==> src/rtl/interboard_link_tx.sv <==
// Credit-based transmitter: round-robin multiplexes NCH channels onto one link word per cycle.
// Optional feature macro INTERBOARD_PARITY_EN adds registered even parity on link_par.
module interboard_link_tx #(
  parameter  int DATA_W  = 11,
  parameter  int NCH     = 2,
  parameter  int CREDITS = 8,
  localparam int CH_W    = (NCH > 1) ? $clog2(NCH) : 1,
  localparam int CR_W    = $clog2(CREDITS + 1)
) (
  input  logic                  clk,
  input  logic                  reset,
  input  logic                  link_en,
  input  logic [NCH-1:0]        ch_valid,
  input  logic [NCH*DATA_W-1:0] ch_data,
  output logic [NCH-1:0]        ch_ready,
  output logic                  link_valid,
  output logic [DATA_W-1:0]     link_data,
  output logic [CH_W-1:0]       link_ch,
  output logic                  link_par,
  input  logic                  credit_ret,
  output logic [CR_W-1:0]       credit_cnt,
  output logic                  link_idle,
  output logic                  err_credit_ovf
);

  localparam int CW1 = CH_W + 1;

  typedef enum logic [1:0] {ST_DOWN, ST_ACTIVE, ST_DRAIN} state_t;

  state_t              state;
  logic [CH_W-1:0]     rr_ptr;
  logic [CH_W-1:0]     gnt_idx;
  logic [CH_W-1:0]     rr_next;
  logic [CW1-1:0]      cand;
  logic                gnt_found;
  logic                accept;
  logic [DATA_W-1:0]   gnt_data;
  logic                vld_p0;
  logic [DATA_W-1:0]   data_p0;
  logic [CH_W-1:0]     ch_p0;

  // Counter saturates at CREDITS; an accept and a return in the same cycle cancel.
  function automatic logic [CR_W-1:0] credit_next(input logic [CR_W-1:0] cnt,
                                                  input logic take, input logic give);
    logic [CR_W-1:0] nxt;
    nxt = cnt;
    if (take && !give)
      nxt = cnt - CR_W'(1);
    else if (give && !take && (cnt != CR_W'(CREDITS)))
      nxt = cnt + CR_W'(1);
    return nxt;
  endfunction

  function automatic logic credit_ovf(input logic [CR_W-1:0] cnt,
                                      input logic take, input logic give);
    return give && !take && (cnt == CR_W'(CREDITS));
  endfunction

  // Round-robin search from rr_ptr; cand carries one spare bit so the wrap never overflows.
  always_comb begin
    gnt_found = 1'b0;
    gnt_idx   = rr_ptr;
    cand      = '0;
    for (int k = 0; k < NCH; k++) begin
      cand = {1'b0, rr_ptr} + CW1'(k);
      if (cand >= CW1'(NCH))
        cand = cand - CW1'(NCH);
      if (!gnt_found && ch_valid[cand[CH_W-1:0]]) begin
        gnt_found = 1'b1;
        gnt_idx   = cand[CH_W-1:0];
      end
    end
  end

  assign accept   = (state == ST_ACTIVE) && (credit_cnt != '0) && gnt_found;
  assign ch_ready = accept ? (NCH'(1) << gnt_idx) : '0;
  assign gnt_data = ch_data[int'(gnt_idx) * DATA_W +: DATA_W];
  assign rr_next  = (gnt_idx == CH_W'(NCH - 1)) ? '0 : gnt_idx + CH_W'(1);

  always_ff @(posedge clk or negedge reset) begin
    if (!reset) begin
      state          <= ST_DOWN;
      link_idle      <= 1'b1;
      rr_ptr         <= '0;
      credit_cnt     <= CR_W'(CREDITS);
      err_credit_ovf <= 1'b0;
    end else begin
      credit_cnt <= credit_next(credit_cnt, accept, credit_ret);
      if (credit_ovf(credit_cnt, accept, credit_ret))
        err_credit_ovf <= 1'b1;
      if (accept)
        rr_ptr <= rr_next;
      case (state)
        ST_DOWN: begin
          if (link_en) begin
            state     <= ST_ACTIVE;
            link_idle <= 1'b0;
          end
        end
        ST_ACTIVE: begin
          if (!link_en)
            state <= ST_DRAIN;
        end
        ST_DRAIN: begin
          if (link_en) begin
            state <= ST_ACTIVE;
          end else if (credit_cnt == CR_W'(CREDITS)) begin
            state     <= ST_DOWN;
            link_idle <= 1'b1;
          end
        end
        default: begin
          state     <= ST_DOWN;
          link_idle <= 1'b1;
        end
      endcase
    end
  end

  // Stage p0: accepted word registered for emission; reset drops any pending word.
  always_ff @(posedge clk or negedge reset) begin
    if (!reset) begin
      vld_p0  <= 1'b0;
      data_p0 <= '0;
      ch_p0   <= '0;
    end else begin
      vld_p0 <= accept;
      if (accept) begin
        data_p0 <= gnt_data;
        ch_p0   <= gnt_idx;
      end
    end
  end

  assign link_valid = vld_p0;
  assign link_data  = data_p0;
  assign link_ch    = ch_p0;

`ifdef INTERBOARD_PARITY_EN
  logic par_p0;

  always_ff @(posedge clk or negedge reset) begin
    if (!reset)
      par_p0 <= 1'b0;
    else if (accept)
      par_p0 <= ^{gnt_idx, gnt_data};
  end

  assign link_par = par_p0;
`else
  assign link_par = 1'b0;
`endif

endmodule
==> config.mk <==
export PLATFORM = sky130hd
export DESIGN_NAME = interboard_link_tx
export DESIGN_NICKNAME = d
export VERILOG_FILES = /design/src/rtl/interboard_link_tx.sv
export SDC_FILE = /design/constraint.sdc
export NUM_CORES = 1
export LEC_CHECK = 0
export BUFFER_PORTS_ARGS = -buffer_cell sky130_fd_sc_hd__buf_4
export CAP_MARGIN = 20
export CORE_MARGIN = 3
export CORE_UTILIZATION = 45
export DETAILED_ROUTE_END_ITERATION = 6
export PLACE_DENSITY = 0.8
export SKIP_LAST_GASP = 1
export SLEW_MARGIN = 20
export SYNTH_ARGS = -nofsm -noshare
export SYNTH_HDL_FRONTEND = slang
export SYNTH_SLANG_ARGS = --single-unit
==> constraint.sdc <==
create_clock -name clk -period 2.3 [get_ports clk]
set_input_delay 0.23 -clock clk [delete_from_list [all_inputs] [get_ports clk]]
set_output_delay 0.23 -clock clk [all_outputs]
set_load 0.01 [all_outputs]
After elaboration in Yosys (flattened, before gate mapping):

Index checks and enable logic that the tools add are counted.

* bits in registers: 22
* output and inout bits: 22
* input port bits: 28

* multipliers: 1
* reductions and logical operators: 15
* bitwise gates (word level): 1
* shift-type cells: 2
* $lt $le $gt $ge: 4
* mux-type cells: 23
* equal/unequal tests: 9
* add/subtract/negate cells: 6

Operator list (number)
* variable part select 22 x 6 -> 11 bit: 1
* 2-to-1 mux 1 bit: 14
* 2-to-1 mux 2 bit: 5
* 2-to-1 mux 4 bit: 2
* inequality test 2 bit (second input constant): 4
* logical AND 1 bit: 7
* one-hot mux 2 bit (3 select lines): 1
* multiplier 1 x 4 -> 5 bit (second input constant): 1
* adder 4 x 1 -> 4 bit (second input constant): 1
* == test 4 bit (second input constant): 1
* less-than comparator 1 x 2 -> 1 bit (second input constant): 2
* inequality test 4 bit (second input constant): 1
* AND reduction 4 bit: 1
* nonzero test 4 bit: 1
* subtractor 4 x 1 -> 4 bit (second input constant): 1
* logical NOT 1 bit: 3
* inequality test 3 bit (second input constant): 1
* one-hot mux 1 bit (3 select lines): 1
* AND reduction 3 bit: 1
* adder 1 x 1 -> 2 bit (second input constant): 1
* == test 2 x 1 -> 1 bit (second input constant): 1
* == test 2 bit (second input constant): 1
* greater-or-equal comparator 1 x 2 -> 1 bit (second input constant): 1
* greater-or-equal comparator 2 bit (second input constant): 1
* other kinds (6): 7

Longest topological paths before layout:

Gate-level depths: netlist (run 1).

* word-level depth: 14
* depth in mapped cells: 8

Worst setup path before layout (run 1):

Ideal clock, no wire load.

* path type: register to register
* from: register credit_cnt[1]
* to: register credit_cnt[2]
* cell stages (with the launch flop): 9
* data required time: 2.220 ns
* clock period less this slack: 1.978 ns
* setup slack: 0.322 ns
* path buffers: 1
* arrival: 1.897 ns
* cells stage by stage: dfrtp_1 > buf_6 > nor4_2 > nor3_1 > a21o_2 > ha_1 > and3_4 > mux2i_1 > xnor2_1

* longest elaborated chain between the ends: 7

RTL lines
* start: declaration: RTL line 21 `output logic [CR_W-1:0] credit_cnt,`
* start signal: assignment: RTL line 85 `credit_cnt <= CR_W'(CREDITS);`
* start signal: assignment: RTL line 88 `credit_cnt <= credit_next(credit_cnt, accept, credit_ret);`
* parallel branches: the longest is 7 deep, another holds adder 4 x 1 -> 4 bit

Several ways; the timed one is not identified. The select of a mux whose other input is x is not followed.
A chain may end at the register's enable or synchronous reset.

Final worst setup path (run 1):

* from: register state[1]
* to: register credit_cnt[2]

* longest elaborated chain between the ends: 7

RTL lines
* start: declaration: RTL line 30 `state_t state;`
* start signal: assignment: RTL line 82 `state <= ST_DOWN;`
* start signal: assignment: RTL line 96 `state <= ST_ACTIVE;`
* start signal: assignment: RTL line 102 `state <= ST_DRAIN;`
* == test 2 x 1 -> 1 bit (*): RTL line 75 `assign accept = (state == ST_ACTIVE) && (credit_cnt != '0) && gnt_found;`
* logical AND 1 bit (*) (2 in series): RTL line 75
* logical NOT 1 bit: RTL line 49 `else if (give && !take && (cnt != CR_W'(CREDITS)))`
* logical AND 1 bit (2 in series): RTL line 49
* nonzero test 2 bit (no line)

Mark *: on every way between the ends. The rest lies on a longest branch, timed or not.

==> results of run 1 <==
==> area by class of cell <==
cell class | instances | area (sq um) | share of cell area [%]
sequential | 22 | 553 | 36.2
multi-input combinational | 75 | 503 | 32.9
timing repair buffer | 52 | 393 | 25.7
clock buffer | 4 | 36.3 | 2.38
tap | 28 | 35.0 | 2.29
inverter | 2 | 7.51 | 0.491
==> per-layer routing <==
| metal | track usage [%] | wire, microns | share of wire, % | up-vias |
|---|---|---|---|---|
| met2 | 30.9 | 1320 | 51 | 32 |
| met5 | 0 | 0 | 0 | - |
| li1 | - | - | - | 468 |
| met1 | 19.6 | 1080 | 42 | 462 |
| met3 | 2.80 | 154 | 6.0 | 2 |
| met4 | 6.60 | 13 | 0.51 | 0 |
==> cell usage after synthesis (all sizes together) (2+ instances only) <==
cell | count | area (sq um)
dfrtp | 20 | 500
buf | 5 | 33.8
a21boi | 2 | 15.0
a21oi | 13 | 65.1
nand2 | 3 | 11.3
dfstp | 2 | 52.6
inv | 2 | 7.51
nor3 | 4 | 31.3
nor2 | 18 | 67.6
mux2i | 13 | 130
==> critical path, cell delays in order, from the launching register on <==
cell	delay, ns
dfrtp_1	0.42
nand2b_1	0.26
or3_1	0.45
a21o_2	0.23
ha_1	0.18
and3_4	0.16
mux2i_1	0.15
xnor2_1	0.13
==> final timing paths <==
| check | endpoint | startpoint | cells after the start | slack, ns |
|---|---|---|---|---|
| worst max register to register | credit_cnt[2] | state[1] | 7 | 0.24 |
| min in group asynchronous | link_data[0] | reset | 2 | 0.34 |
| max in group asynchronous | link_idle | reset | 2 | 1.69 |
| worst max-delay path | credit_cnt[2] | state[1] | 7 | 0.24 |
| worst min-delay path | state[1] | link_en | 2 | 0.10 |
| worst min register to register | err_credit_ovf | err_credit_ovf | 1 | 0.49 |
==> metrics by stage <==
stage          std cells  power (uW)  utilization (%)  area, sq um  hold slack, ns
2_1_floorplan        104        1130                -         1100         -0.0656
3_3_place_gp         178        1470             65.7         1480           0.130
3_5_place_dp         178        1510             65.7         1480           0.135
4_1_cts              183        1720             67.8         1530          0.0917
5_1_grt              183        1830             67.8         1530          0.0903
6_report             183        1700             67.8         1530           0.103
==> what timing repair did <==
| item | 4_1_cts | 5_1_grt |
|---|---|---|
| hold buffers | 1 | 0 |
| buffers inserted | 0 | 0 |
| endpoints found under the hold margin | 20 | 0 |
==> flip-flops by register name, indices dropped and copies added (netlist names) <==
register and count:
link_ch 1, state 2, link_valid 1, link_data 11, err_credit_ovf 1, credit_cnt 4, rr_ptr 1, link_idle 1
==> report_power, final <==
part	total, uW	leakage [uW]	internal [uW]	switching, uW
Sequential	715	0.000249	555	160
Clock	209	0.0000210	96.5	113
Combinational	780	0.000473	421	359
Total	1700	0.000743	1070	632
==> kinds of logic (layout without fill, tap and decap cells) <==
group | Yosys count | in the layout | share of synthesized area (%)
compound gates | 24 | 24 | 14.1
xor+xnor | 2 | 2 | 1.60
fa+ha+maj | 1 | 1 | 1.14
buf+inv | 7 | 58 | 3.76
flops | 22 | 22 | 50.4
mux | 13 | 13 | 11.9
other cells | 1 | 1 | 0.342
simple gates | 34 | 34 | 16.8
==> run metrics, run 1 <==
status complete, no violations; most common cell after layout, fill and taps aside buf_4; GRT Util Overall 17.0%; Setup crit end kind flop; P&R area growth vs syn 39.2%; fin nets 185; vias per cell 5.27; CTS Buf Count 3; highest-count cells in the layout ignoring fill and taps buf_4 (51), dfrtp_1 (20), nor2_1 (18), mux2i_1 (13), a21oi_1 (13); post-DR wirelength/cell 14.0 microns; 1st-pass router iterations 4; DP Wirelength 1.97 mm; Filler cells 196; mapped cell area 1100 sq um; Peak VDD IR 660 uV; PortBufs 48; crit path DAT 2.28 ns; RSZ-0062 raised after global routing no; CTS clk-pin slew, worst paths 0.11 ns; GP Congestion 0.782; DRC 0; synth unique cells 35; clock tree root driver cell clkbuf_4; Hold Vio Cnt, Final 0; Resize count post-CTS 0; crit share post-route 89.4%; highest clock rate 486 MHz; Clock Tree Buf Depth 2; CTS H-tree lvls 1; drt initial violations 18; CTS sink cnt 22; pin count of the biggest net entering global routing 25; Mapped Cells 104; first-pass GRT wire length 4.22 mm; Avg Inst Size Synth 10.6 sq um; via count 964; Leak 0.000743 uW; fin crit period 2.06 ns; warnings from Yosys 0; layout cells sized above 1 40.6%; pre-CTS setup slack 0.269 ns; TNS Setup 0 ns; Setup Viol. Count Final 0; vias in the first global route 979; later-pin clock latency in the skew report 0.30 ns; critical path required time 2.53 ns; placement row count 17; Worst Hold Class input port to flop; Post-synth EDFFs 0; Power Dens Cells 1120 nW/um^2; Die H 55.4 microns; synthesized net count 133; grt total ovfl 0; core area 2250 sq um; Final Max Slew Viols 0; antenna viol nets, final 0; asr flop ratio synth 100%; synthesized flop and latch total 22; type of origin of the critical path flop; CTS tree yes; skew final 0.0103 ns; die width 55.4 microns; WL final 2.57 mm; kind of critical path flop to flop; Die Area 3070 sq um; dominant synthesized flop cell dfrtp_1; total I/O pin count 50; Max Cap Viol 0; Starting Density 48.7%; Worst Setup Slack, final 0.243 ns; ant diodes 0; initial antenna violation count 0; fraction of the yosys area taken by sequential cells 50.4%; largest fanout on the critical path 6
No activity file was read; power rests on OpenSTA's default activity.
==> run 2: changes to the inputs <==
--- a/config.mk
+++ b/config.mk
@@ -10,6 +10,7 @@
 export CORE_MARGIN = 3
 export CORE_UTILIZATION = 45
 export DETAILED_ROUTE_END_ITERATION = 6
+export GPL_TIMING_DRIVEN = 0
 export PLACE_DENSITY = 0.8
 export SKIP_LAST_GASP = 1
 export SLEW_MARGIN = 20
==> run metrics, run 2 (synthesis results as in run 1) <==
first-pass GRT wire length 4.09 mm (was 4.22 mm); worst slack on hold paths 0.0809 ns (was 0.103 ns); Peak VDD IR 672 uV (was 660 uV); cell chain of the critical path nand2b_1 -> or3_1 -> a21o_2 -> ha_1 -> and3_4 -> mux2i_1 -> xnor2_1 (unchanged); Filler cells 187 (was 196); later-pin clock latency in the skew report 0.30 ns (about the same); crit path DAT 2.32 ns (was 2.28 ns); initial antenna violation count 0 (unchanged); Min-Delay Path Depth 2 (unchanged); grt total ovfl 0 (unchanged); register area 553 sq um (unchanged); DRC 0 (unchanged); max FFs per register 11 (unchanged); fin crit period 2.09 ns (was 2.06 ns); Die H 55.4 microns (unchanged); CTS tree yes (unchanged); fin nets 187 (was 185); highest-count cells in the layout ignoring fill and taps buf_4 (49), dfrtp_1 (20), nor2_1 (18), mux2i_1 (13), a21oi_1 (13) (was buf_4 (51), dfrtp_1 (20), nor2_1 (18), mux2i_1 (13), a21oi_1 (13)); WL final 2.44 mm (was 2.57 mm); placement row count 17 (unchanged); total I/O pin count 50 (unchanged); R2R depth 7 (unchanged); DP Wirelength 1.88 mm (was 1.97 mm); core area 2250 sq um (unchanged); via count 949 (was 964); Buffers & Inverters on Critical Path 0 (unchanged); Max Cap Viol 0 (unchanged); Starting Density 48.7% (unchanged); critical path required time 2.53 ns (about the same); met3 WL 192 microns (was 154 microns); met1 wire length 1.05 mm (was 1.08 mm); vias per cell 5.13 (was 5.27); Worst Hold Class input port to flop (unchanged); pin count of the biggest net entering global routing 23 (was 25); relative slew slack 63.7%; CTS H-tree lvls 1 (unchanged); post-DR wirelength/cell 13.2 microns (was 14.0 microns); kind of critical path flop to flop (unchanged); die width 55.4 microns (unchanged); RSZ-0062 raised after global routing no (unchanged); Resize count post-CTS 0 (unchanged); GRT Util Overall 16.1% (was 17.0%); multi-input combinational cell area 503 sq um (unchanged); Die Area 3070 sq um (unchanged); CTS sink cnt 22 (unchanged); Setup crit end kind flop (unchanged); antenna viol nets, final 0 (unchanged); skew final 0.00997 ns (was 0.0103 ns); crit share post-route 90.8% (was 89.4%); critical path's slowest cell or3_1 (unchanged); met2 routed WL 1.18 mm (was 1.32 mm); TNS Setup 0 ns (unchanged); Clock Tree Buf Depth 2 (unchanged); Hold Vio Cnt, Final 0 (unchanged); CTS Buf Count 3 (unchanged); CTS clk-pin slew, worst paths 0.12 ns (was 0.11 ns); largest fanout on the critical path 6 (unchanged); ant diodes 0 (unchanged); clock tree root driver cell clkbuf_4 (unchanged); P&R area growth vs syn 40.3% (was 39.2%); PortBufs 48 (unchanged); type of origin of the critical path flop (unchanged); Leak 0.000752 uW (was 0.000743 uW); critical path depth 7 (unchanged); Highest Signal Layer met4 (unchanged); Worst-Margin Slew 0.540 ns; 1st-pass router iterations 4 (unchanged); Final Max Slew Viols 0 (unchanged); CP delay by family, top simple AND/OR/NAND/NOR gates (unchanged); vias in the first global route 946 (was 979); drt initial violations 21 (was 18); Setup Viol. Count Final 0 (unchanged); GP Congestion 0.708 (was 0.782); most common cell after layout, fill and taps aside buf_4 (unchanged); status complete, no violations (unchanged); Power Dens Cells 1100 nW/um^2 (was 1120 nW/um^2); highest clock rate 479 MHz (was 486 MHz); largest stage delay on the critical path 0.45 ns (about the same); layout cells sized above 1 41.4% (was 40.6%)
[run 2: power breakdown]
part	total, uW	internal, uW	switching (uW)
sequential	689	556	133
clock	206	96.3	110
combinational	804	429	376
total	1700	1080	618
[run 2: stage by stage]
step | setup WS (ns) | util (%) | area (sq um) | total power (uW) | std cells
final | 0.211 | 68.3 | 1540 | 1700 | 185
after CTS | 0.211 | 68.3 | 1540 | 1720 | 185
after floorplan | 0.322 | - | 1100 | 1130 | 104
after global placement | 0.272 | 66.2 | 1490 | 1480 | 180
after detailed placement | 0.234 | 66.2 | 1490 | 1500 | 180
after global routing | 0.0548 | 68.3 | 1540 | 1830 | 185
[run 2: timing repair]
| item | 4_1_cts | 5_1_grt |
|---|---|---|
| endpoints found under the hold margin | 20 | 0 |
| buffers inserted | 0 | 0 |
| hold buffers | 1 | 0 |
[run 2: path summary, 6_finish.rpt]
kind                                     start             end  slack, ns
worst max-delay path                  state[1]   credit_cnt[2]       0.21
max in group asynchronous                reset   credit_cnt[3]       1.67
worst max register to register        state[1]   credit_cnt[2]       0.21
worst min-delay path                   link_en        state[1]       0.08
min in group asynchronous                reset        state[0]       0.34
worst min register to register  err_credit_ovf  err_credit_ovf       0.50
[run 2: per-layer routing]
layer / global-route usage (%) / vias to the layer above
met4: 3.47 / 0
met1: 19.9 / 441
li1: - / 472
met3: 4.44 / 2
met5: 0 / -
met2: 27.9 / 34
[run 2: area by class of cell]
type,instances,share of cell area [%]
Sequential cell,22,35.9
Tap cell,28,2.28
Multi-Input combinational cell,75,32.7
Inverter,2,0.488
Buffer,5,2.20
Clock buffer,4,2.36
Timing Repair Buffer,49,24.1
==> run 3: changes to the inputs <==
--- a/config.mk
+++ b/config.mk
@@ -8,10 +8,10 @@
 export BUFFER_PORTS_ARGS = -buffer_cell sky130_fd_sc_hd__buf_4
 export CAP_MARGIN = 20
 export CORE_MARGIN = 3
-export CORE_UTILIZATION = 45
+export CORE_UTILIZATION = 41
 export DETAILED_ROUTE_END_ITERATION = 6
 export GPL_TIMING_DRIVEN = 0
-export PLACE_DENSITY = 0.8
+export PLACE_DENSITY = 0.84
 export SKIP_LAST_GASP = 1
 export SLEW_MARGIN = 20
 export SYNTH_ARGS = -nofsm -noshare
==> constraint.sdc (replaced) <==
create_clock -name clk -period 1.9 [get_ports clk]
set_input_delay 0.19 -clock clk [delete_from_list [all_inputs] [get_ports clk]]
set_output_delay 0.19 -clock clk [all_outputs]
set_load 0.01 [all_outputs]
==> run metrics, run 3 (synthesis results as in run 1) <==
status complete, no violations (unchanged); antenna viol nets, final 0 (unchanged); CTS Buf Count 3 (unchanged); 1st-pass router iterations 4 (unchanged); pin count of the biggest net entering global routing 23 (unchanged); Die Area 3330 sq um (was 3070 sq um); DRC 0 (unchanged); Max Cap Viol 0 (unchanged); fin nets 199 (was 187); Internal 1420 uW (was 1080 uW); pre-CTS setup slack -0.147 ns (was 0.234 ns); WL final 2.95 mm (was 2.44 mm); core area 2500 sq um (was 2250 sq um); drt initial violations 11 (was 21); max FFs per register 11 (unchanged); combinational group share of total power 53.2% (was 47.3%); skew final 0.00560 ns (was 0.00997 ns); Sequential Power Share 37.2% (was 40.6%); type of origin of the critical path flop (unchanged); initial antenna violation count 0 (unchanged); vias per cell 5.36 (was 5.13); post-DR wirelength/cell 14.8 microns (was 13.2 microns); GP Congestion 0.787 (was 0.708); P&R area growth vs syn 53.7% (was 40.3%); PortBufs 48 (unchanged); CTS H-tree lvls 1 (unchanged); crit share post-route 98.6% (was 90.8%); die width 57.7 microns (was 55.4 microns); CTS sink cnt 22 (unchanged); Setup crit end kind flop (unchanged); via count 1067 (was 949); Leak 0.000817 uW (was 0.000752 uW); Clock Tree Buf Depth 2 (unchanged); highest-count cells in the layout ignoring fill and taps buf_4 (60), dfrtp_1 (19), nor2_1 (18), mux2i_1 (13), a21oi_1 (13) (was buf_4 (49), dfrtp_1 (20), nor2_1 (18), mux2i_1 (13), a21oi_1 (13)); crit path DAT 2.10 ns (was 2.32 ns); grt total ovfl 0 (unchanged); Sw Pwr 846 uW (was 618 uW); Worst Setup Slack, final 0.0268 ns (was 0.211 ns); Peak VDD IR 943 uV (was 672 uV); ant diodes 0 (unchanged); layout cells sized above 1 49.7% (was 41.4%); Starting Density 43.9% (was 48.7%); vias in the first global route 1005 (was 946); DP Wirelength 2.05 mm (was 1.88 mm); highest clock rate 534 MHz (was 479 MHz); total I/O pin count 50 (unchanged); Worst Hold Class input port to flop (unchanged); critical path required time 2.13 ns (was 2.53 ns); Die H 57.7 microns (was 55.4 microns); Hold Vio Cnt, Final 0 (unchanged); part of the power in the clock network 9.7% (was 12.1%); later-pin clock latency in the skew report 0.30 ns (about the same); sw frac 37.4% (was 36.4%); worst slack on hold paths 0.0483 ns (was 0.0809 ns); clock tree root driver cell clkbuf_4 (unchanged); most common cell after layout, fill and taps aside buf_4 (unchanged); largest fanout on the critical path 5 (was 6); first-pass GRT wire length 4.54 mm (was 4.09 mm); placement row count 18 (was 17); Final Max Slew Viols 0 (unchanged); RSZ-0062 raised after global routing yes (was no); Total Power 2260 uW (was 1700 uW); CTS clk-pin slew, worst paths 0.12 ns (about the same); CTS tree yes (unchanged); Setup Viol. Count Final 0 (unchanged); kind of critical path flop to flop (unchanged); GRT Util Overall 17.2% (was 16.1%); Power Dens Cells 1340 nW/um^2 (was 1100 nW/um^2); fin crit period 1.87 ns (was 2.09 ns)
-- run 3: cell type report --
cell class | count | area [sq um]
Inverter | 2 | 7.51
Tap cell | 30 | 37.5
Sequential cell | 22 | 554
Timing Repair Buffer | 61 | 464
Clock buffer | 4 | 26.3
Fill cell | 191 | 813
Buffer | 5 | 36.3
Multi-Input combinational cell | 75 | 561
-- run 3: worst max-delay path, stage by stage, from the launching register on --
cell	delay [ns]
dfrtp_1	0.40
nand2b_4	0.16
or3_4	0.42
a21o_4	0.22
ha_4	0.16
and3_4	0.16
mux2i_1	0.15
xnor2_1	0.13
-- run 3: worst paths after layout --
path / from / endpoint / slack [ns] / depth (start not counted)
max in group asynchronous: reset / link_idle / 1.31 / 2
hold reg to reg: err_credit_ovf / err_credit_ovf / 0.50 / 1
setup reg to reg: state[1] / credit_cnt[2] / 0.03 / 7
setup / recovery: state[1] / credit_cnt[2] / 0.03 / 7
hold / removal: link_en / state[1] / 0.05 / 2
min in group asynchronous: reset / link_data[3] / 0.31 / 2
-- run 3: routing by layer --
layer	part of all wire [%]	routed length [microns]	GRT usage (%)
met1	38	1130	20.9
met5	0	0	0
met2	53	1560	29.8
met4	1.5	43	5.63
met3	7.1	210	4.45
-- run 3: power groups by stage --
| stage | clock, uW | combinational, uW | sequential (uW) |
|---|---|---|---|
| floorplan | 0 | 467 | 922 |
| global placement | 0 | 975 | 843 |
| finish | 219 | 1200 | 842 |
| detailed placement | 0 | 1010 | 855 |
| CTS | 230 | 1050 | 848 |
| global route | 246 | 1310 | 875 |
-- run 3: what timing repair did --
item | 4_1_cts | 5_1_grt
resized for setup | 1 | 10
setup buffers | 4 | 8
pin swaps | 2 | 5
gates cloned | 0 | 0
endpoints found under the hold margin | 20 | 0
hold buffers | 1 | 0
setup endpoints to repair | 3 | 3
-- run 3: stage by stage --
stage / cell area, sq um / utilization (%) / std cells / setup TNS [ns]
after detailed placement: 1510 / 60.5 / 182 / -0.147
final: 1690 / 67.5 / 199 / 0
after CTS: 1580 / 63.3 / 191 / -0.0346
after global routing: 1690 / 67.5 / 199 / -0.0730
after global placement: 1510 / 60.5 / 182 / -0.0480
after floorplan: 1110 / - / 104 / 0
